### config.mk
export PLATFORM = sky130hd
export DESIGN_NAME = vga_timing_gen_flat
export DESIGN_NICKNAME = d
export VERILOG_FILES = /design/src/rtl/vga_pkg.sv /design/src/rtl/vga_timing_gen_if.sv /design/src/rtl/vga_delay_line.sv /design/src/rtl/vga_timing_gen.sv /design/src/flat_wrapper.sv
export SDC_FILE = /design/constraint.sdc
export NUM_CORES = 1
export LEC_CHECK = 0
export CORE_ASPECT_RATIO = 0.8
export CORE_MARGIN = 5
export CORE_UTILIZATION = 50
export CTS_BUF_LIST = sky130_fd_sc_hd__clkbuf_4
export DETAILED_ROUTE_END_ITERATION = 6
export GPL_TIMING_DRIVEN = 0
export PLACE_DENSITY_LB_ADDON = 0.05
export SYNTH_ARGS = -nofsm -noshare
export SYNTH_HDL_FRONTEND = slang
export SYNTH_SLANG_ARGS = --single-unit
### constraint.sdc
create_clock -name clk -period 10.9 [get_ports clk]
set_input_delay 1.09 -clock clk [delete_from_list [all_inputs] [get_ports clk]]
set_output_delay 1.09 -clock clk [all_outputs]
set_load 0.01 [all_outputs]
### src/rtl/vga_pkg.sv
// vga_pkg: timing-set type, stock video modes and raster total helpers
package vga_pkg;
    localparam int CW = 11;
    typedef struct packed {
        logic [CW-1:0] h_active, h_fp, h_sync, h_bp, v_active, v_fp, v_sync, v_bp;
    } timing_t;
    localparam timing_t MODE_640x480 = '{11'd640, 11'd16, 11'd96, 11'd48, 11'd480, 11'd10, 11'd2, 11'd33};
    localparam timing_t MODE_800x600 = '{11'd800, 11'd40, 11'd128, 11'd88, 11'd600, 11'd1, 11'd4, 11'd23};
    function automatic logic [CW-1:0] total_h(timing_t m);
        return m.h_active + m.h_fp + m.h_sync + m.h_bp;
    endfunction
    function automatic logic [CW-1:0] total_v(timing_t m);
        return m.v_active + m.v_fp + m.v_sync + m.v_bp;
    endfunction
endpackage

### src/rtl/vga_timing_gen_if.sv
// vga_timing_gen_if: valid/ready request port carrying a new timing set
interface vga_timing_gen_if;
    import vga_pkg::*;
    timing_t mode;
    logic    vld;
    logic    rdy;
    modport master (output mode, vld, input rdy);
    modport slave  (input mode, vld, output rdy);
endinterface

### src/rtl/vga_delay_line.sv
// vga_delay_line: pe-gated shift register lining sync flags up with the pixel pipeline
module vga_delay_line #(
    parameter int           W     = 3,
    parameter int           DEPTH = 0,
    parameter logic [W-1:0] RST   = '0
) (
    input  logic         clk,
    input  logic         rst,
    input  logic         en,
    input  logic [W-1:0] d,
    output logic [W-1:0] q
);
    localparam int N = DEPTH > 0 ? DEPTH : 1;
    logic [W-1:0] sr [N];
    always_ff @(posedge clk)
        if (rst) sr <= '{default: RST};
        else if (en) begin
            sr[0] <= d;
            for (int i = 1; i < N; i++) sr[i] <= sr[i-1];
        end
    assign q = (DEPTH == 0) ? d : sr[N-1];
endmodule

### src/rtl/vga_timing_gen.sv
// vga_timing_gen: runtime-reconfigurable raster timing generator;
// new modes wait in a one-deep slot and are committed only on the frame wrap.
module vga_timing_gen
    import vga_pkg::*;
#(
    parameter int      CW       = vga_pkg::CW,
    parameter int      PIX_DIV  = 1,
    parameter logic    H_POL    = 1'b0,
    parameter logic    V_POL    = 1'b0,
    parameter int      SYNC_DLY = 0,
    parameter timing_t DEFAULT  = MODE_640x480
) (
    input  logic            clk,
    input  logic            rst,
    vga_timing_gen_if.slave req,
    output logic            pe,
    output logic [CW-1:0]   x,
    output logic [CW-1:0]   y,
    output logic            hs,
    output logic            vs,
    output logic            de,
    output logic            hs_d,
    output logic            vs_d,
    output logic            de_d,
    output logic            ls,
    output logic            of,
    output timing_t         cur_mode
);
    timing_t       slot, nm;
    logic          full, commit, last_x, last_y, pe_n, hs_n, vs_n, de_n;
    logic [3:0]    div;
    logic [CW-1:0] x_n, y_n, h_lo, v_lo;
    always_comb begin
        pe_n   = div == 4'(PIX_DIV - 1);
        last_x = x == total_h(cur_mode) - CW'(1);
        last_y = y == total_v(cur_mode) - CW'(1);
        ls     = pe && last_x;
        of     = ls && last_y;
        commit = of && full;
        nm     = commit ? slot : cur_mode;
        x_n    = !pe ? x : last_x ? '0 : x + CW'(1);
        y_n    = !ls ? y : last_y ? '0 : y + CW'(1);
        h_lo   = nm.h_active + nm.h_fp;
        v_lo   = nm.v_active + nm.v_fp;
        // flags come from the next coordinates so they line up with x/y
        de_n   = x_n < nm.h_active && y_n < nm.v_active;
        hs_n   = (x_n >= h_lo && x_n < h_lo + nm.h_sync) ? H_POL : !H_POL;
        vs_n   = (y_n >= v_lo && y_n < v_lo + nm.v_sync) ? V_POL : !V_POL;
    end
    assign req.rdy = !full;
    always_ff @(posedge clk)
        if (rst) begin
            div      <= '0;
            pe       <= 1'b0;
            x        <= '0;
            y        <= '0;
            de       <= 1'b1;
            hs       <= !H_POL;
            vs       <= !V_POL;
            full     <= 1'b0;
            slot     <= DEFAULT;
            cur_mode <= DEFAULT;
        end else begin
            div <= pe_n ? '0 : div + 4'd1;
            pe  <= pe_n;
            x   <= x_n;
            y   <= y_n;
            de  <= de_n;
            hs  <= hs_n;
            vs  <= vs_n;
            // a request landing on the wrap clock sees an empty slot and waits a frame
            if (commit) begin
                cur_mode <= slot;
                full     <= 1'b0;
            end else if (req.vld && !full) begin
                slot <= req.mode;
                full <= 1'b1;
            end
        end
    vga_delay_line #(.W(3), .DEPTH(SYNC_DLY), .RST({!H_POL, !V_POL, 1'b0})) u_dly (
        .clk(clk), .rst(rst), .en(pe), .d({hs, vs, de}), .q({hs_d, vs_d, de_d})
    );
endmodule

### src/flat_wrapper.sv
// flat-port wrapper written by rule: the top's interface ports become plain ports
module vga_timing_gen_flat import vga_pkg::*;
#(
    parameter int      CW       = vga_pkg::CW,
    parameter int      PIX_DIV  = 1,
    parameter logic    H_POL    = 1'b0,
    parameter logic    V_POL    = 1'b0,
    parameter int      SYNC_DLY = 0,
    parameter timing_t DEFAULT  = MODE_640x480
)
  (clk, rst, pe, x, y, hs, vs, de, hs_d, vs_d, de_d, ls, of, cur_mode, req_mode, req_vld, req_rdy);
  vga_timing_gen_if req_i ();
  input  logic clk;
  input  logic rst;
  output logic pe;
  output logic [CW-1:0] x;
  output logic [CW-1:0] y;
  output logic hs;
  output logic vs;
  output logic de;
  output logic hs_d;
  output logic vs_d;
  output logic de_d;
  output logic ls;
  output logic of;
  output timing_t cur_mode;
  input wire logic [$bits(req_i.mode)-1:0] req_mode;
  input wire logic [$bits(req_i.vld)-1:0] req_vld;
  output wire logic [$bits(req_i.rdy)-1:0] req_rdy;
  assign req_i.mode = req_mode;
  assign req_i.vld = req_vld;
  assign req_rdy = req_i.rdy;
  vga_timing_gen #(.CW(CW), .PIX_DIV(PIX_DIV), .H_POL(H_POL), .V_POL(V_POL), .SYNC_DLY(SYNC_DLY), .DEFAULT(DEFAULT)) u_core (.clk(clk), .rst(rst), .req(req_i), .pe(pe), .x(x), .y(y), .hs(hs), .vs(vs), .de(de), .hs_d(hs_d), .vs_d(vs_d), .de_d(de_d), .ls(ls), .of(of), .cur_mode(cur_mode));
endmodule
Yosys cells after proc, flatten, opt, wreduce, memory -nomap -nowiden. Cells that the tools add are included.

Bits in registers: 207. Input port bits: 91. Output and inout bits: 120. Word-level logic and storage cells: 67.

Add/subtract/negate cells: 15. Order comparisons: 6. Equal/unequal tests: 2. Multiplexer cells: 7. Bitwise operators: 1. Reduce and logical (&&, ||, !) cells: 12.

Operators by type and width (count): adder 11 bit (10); two-way mux 88 bit (1); < comparator 11 bit (4); two-way mux 11 bit (4); adder 11 x 1 -> 11 bit, second input constant (2); == test 11 bit (2); greater-or-equal comparator 11 bit (2); subtractor 11 x 1 -> 11 bit, second input constant (2); logical AND 1 bit (7); adder 4 x 1 -> 4 bit, second input constant (1); logical NOT 4 bit (1); OR reduction 2 bit (2); two-way mux 1 bit (2); AND reduction 2 bit (1); logical NOT 1 bit (1); inverter 1 bit (1).

Depth between registers and ports, before layout.
Word-level depth: 14. Depth in mapped cells: 43. Depth with buffers taken out: 41.

Modules after synthesis. Synthesis repeated with hierarchy kept, for this count alone.

Cell total of the unflattened synthesis: 1619. Area total of the unflattened synthesis: 13158.9 sq um.

Modules (own cells, without submodules): vga_timing_gen (times used 1, cells each 1616, area each 13136.3 sq um, sequential area each 4144.0 sq um); vga_delay_line (times used 1, cells each 3, area each 22.5 sq um, sequential area each 0.0 sq um).

Least setup slack after synthesis. Ideal clock, no wire load.

Kind: reg2reg. Start point: reg, netlist name u_core.cur_mode[45]. End point: reg u_core.vs. Library setup time: 0.122 ns. Arrival time: 8.231 ns. Data required time: 10.778 ns. Path slack: 2.547 ns. Stages on the path, launching flop included: 44. Buffers on the path: 2. Period minus slack after synthesis: 8.353 ns. Cells stage by stage: dfxtp_1 > inv_1 > ha_1 > inv_1 > fa_1 > inv_1 > fa_1 > inv_1 > ha_1 > inv_1 > fa_1 > nor2b_1 > o21ai_0 > a21boi_0 > mux2i_1 > nand4_1 > nor4b_4 > nand4_2 > [8 not listed] > nor2b_1 > o21a_1 > nor2_1 > xnor2_1 > ha_1 > or3_1 > o21ai_0 > a21oi_1 > a21o_1 > a21oi_1 > xnor2_1 > xnor2_1 > ha_1 > a211oi_1 > o21ai_0 > a21oi_1 > nand3_1 > a311o_1.

RTL lines: end signal: assignment (line vga_timing_gen.sv:59) `vs <= !V_POL;`; end signal: assignment (line vga_timing_gen.sv:70) `vs <= vs_n;`; end: declaration (line vga_timing_gen.sv:20) `output logic vs,`.

==> run summary <==
#FFs+latches synth: 207
Starting DRT DRC Count: 1042
Crit share post-route: 0.923
Critical path peak fanout: 10
GR Util All Layers: 0.293
Post-synthesis simple-gate area fraction: 0.194
Synth Area in XOR/XNOR: 0.0649
Final Critical Period: 10.06 ns
Startpoint types: register
Per-cell routed wire length: 19.5 microns
Clk_lat worst skew: 0.76 ns
Leak: 7.46 nW
CTS tree: built
Commonest non-fill, non-tap cell in the layout: nand2_1
RSZ-0062 raised after global routing: no
Total CTS buffers: 54
Synthesized cell area: 13200 sq um
Die area: 29800 sq um
Most frequent cells in the layout: nand2_1, clkdlybuf4s50_1, dfxtp_1
I/O Buffers: 210
DR pass1 iterations: 5
Layout cell share with drive strength beyond 1: 0.0564
Final setup fails: 0
Synth Area in Compound Gates: 0.128
Resize count post-CTS: 0
Critical Path RT: 11.49 ns
Syn nets: 1912
Final WL: 44700 microns
Peak Freq: 99.4 MHz
First-pass GRT wire length: 66500 microns
Worst Tran Pin Value: 1.16 ns
Setup repair bufs after CTS: 0
Post-synth cell types: 57
Hold Crit Class: reg2reg
CTS Hold Bufs: 0
Maxcap violations: 0
Area Growth Syn to Fin: 24.1%
Power Density: 94.5 nW/um^2
Kind of end point of the critical path: register
Vias in the first global route: 11478
Core area: 26200 sq um
Initial antenna violation count: 4
Io pins: 211
Final worst clock skew: 0.0954 ns
NumNets Final: 2180
# rows: 53
DRC: 0
Largest net degree at the start of global routing: 17
Gr ovfl total: 0
Setup CP Type: reg2reg
Slew HR: 0.217
VDD IR-drop max: 78.5 uV
Routed vias: 12258
Synth Area in Adders: 0.203
Main combinational cell family by area after synthesis: adder cells
Post-synth ARST share: 0
Worst path slowest cell: fa_1
Mapped Cells: 1631
Status: finished clean
Die Span X: 192 microns
Vias/cell: 5.35
HPWL after DPL: 36200 microns
Synth warn: 0
Main flop type after synthesis: dfxtp_1
Final number of hold-violating endpoints: 0
Yosys top cell area share: 0.313
Mux contribution to synthesized area: 0.0260
Worst EP arrival: 10.65 ns
CTS clk-pin slew, worst paths: 0.07 ns
Avg Cell Area, Syn: 8.11 sq um
Initial Utilization: 0.505
Root buffer cell: clkbuf_4
Top Family by Delay on Critical Path: adder cells
Die H: 156 microns
Seq/Total Area, Yosys: 0.313
Post-synth EDFFs: 0
Setup slack, reg-to-reg: 0.84 ns
Setup TNS: 0 ns
Area contributors post-synth: dfxtp_1, ha_1, nand2_1, a21oi_1, fa_1
GPL Wtd Cong: 0.949
DP Cell Count: 2198
Worst Path Buf+Inv: 7
Overall Power: 1.55 mW
Htree depth: 2
Dominant cell type by area after synthesis: dfxtp_1
Max incr delay on CP: 0.60 ns
Clk buf depth: 3
Non-Filler Instances: 2291
Antenna Nets Post-Route: 0
Pins Over Slew Limit: 0
Clock sinks: 207
## cells in the mapped netlist (all sizes together), types with 3 or more instances
master  count
nor3       17
inv       159
or3         5
ha        148
nand4      17
mux2        3
o211ai      4
nand3      20
and2        3
a21o       18
a31oi       4
nand2     343
o21a       13
nor2b      39
nand3b     22
xnor2      63
nand2b     22
fa         42
o21bai      8
or2         6
dfxtp     207
xor2       35
mux2i      31
a211oi      4
and3        7
o21ai      65
nor2       59
buf        21
clkbuf     51
a21oi     169
## worst reg2reg max path, delay by kind of cell, from the launching register on
family,cells,cell delay [ns]
DFF,1,0.37
buffers and inverters,7,1.19
AOI/OAI and AO/OA,13,2.45
adders and majority gates,9,3.11
muxes,1,0.25
and+or+nand+nor,10,2.05
xor gates and xnor gates,3,0.46
## power by group
group	leakage, nW	switching, mW	internal (mW)
Combinational	5.41	0.0609	0.0526
Clock	0.373	0.339	0.309
Sequential	1.68	0.0138	0.777
Total	7.46	0.414	1.14
## cell families (layout without fill, tap and decap cells)
family	count (synthesis)	after routing
compound gates	302	302
xor+xnor	98	98
fa+ha+maj	190	190
buf+inv	231	531
flops	207	207
mux	34	34
other cells	0	3
simple gates	569	569
## through the flow
| step | instance area, sq um | utilization | hold WS, ns | worst slack, ns |
|---|---|---|---|---|
| 4_1_cts | 16400 | 0.626 | 0.422 | 0.592 |
| 2_1_floorplan | 13200 | - | 0.432 | 2.55 |
| 6_report | 16400 | 0.627 | 0.418 | 0.839 |
| 3_5_place_dp | 15800 | 0.603 | 0.447 | 0.707 |
| 5_1_grt | 16400 | 0.627 | 0.444 | 0.281 |
| 3_3_place_gp | 15800 | 0.603 | 0.443 | 0.823 |
## registers in the layout, summed over array words and instances (netlist names)
| name | cells |
|---|---|
| u_core.div | 4 |
| u_core.x | 11 |
| u_core.y | 11 |
| u_core.de | 1 |
| u_core.vs | 1 |
| u_core.full | 1 |
| u_core.slot | 88 |
| u_core.hs | 1 |
| u_core.cur_mode | 88 |
| u_core.pe | 1 |
## per-layer routing
layer / wire, microns / vias up / share of wire / global-route usage
met4: 945 / 4 / 0.021 / 0.0749
met3: 5050 / 73 / 0.11 / 0.0861
met1: 21700 / 5675 / 0.49 / 0.457
li1: - / 5959 / - / -
met5: 34 / - / 0.00076 / 0
met2: 17000 / 547 / 0.38 / 0.390
## cell type report
| cell class | instances | area [sq um] |
|---|---|---|
| plain buffers | 72 | 325 |
| fillers | 2385 | 9770 |
| clock inverters | 15 | 68.8 |
| repair buffers | 212 | 2120 |
| inverters | 159 | 597 |
| multi-input cells | 1193 | 8170 |
| clock buffers | 73 | 548 |
| diodes | 3 | 7.51 |
| flip-flops and latches | 207 | 4140 |
| well taps | 357 | 447 |
## final timing paths
| kind | to | start | cells after the start |
|---|---|---|---|
| worst max register to register | u_core.vs | u_core.cur_mode[45] | 43 |
| worst max-delay path | u_core.vs | u_core.cur_mode[45] | 43 |
| worst min register to register | u_core.cur_mode[5] | u_core.slot[5] | 2 |
| worst min-delay path | u_core.cur_mode[5] | u_core.slot[5] | 2 |
Power figures use the tool's default switching activity.
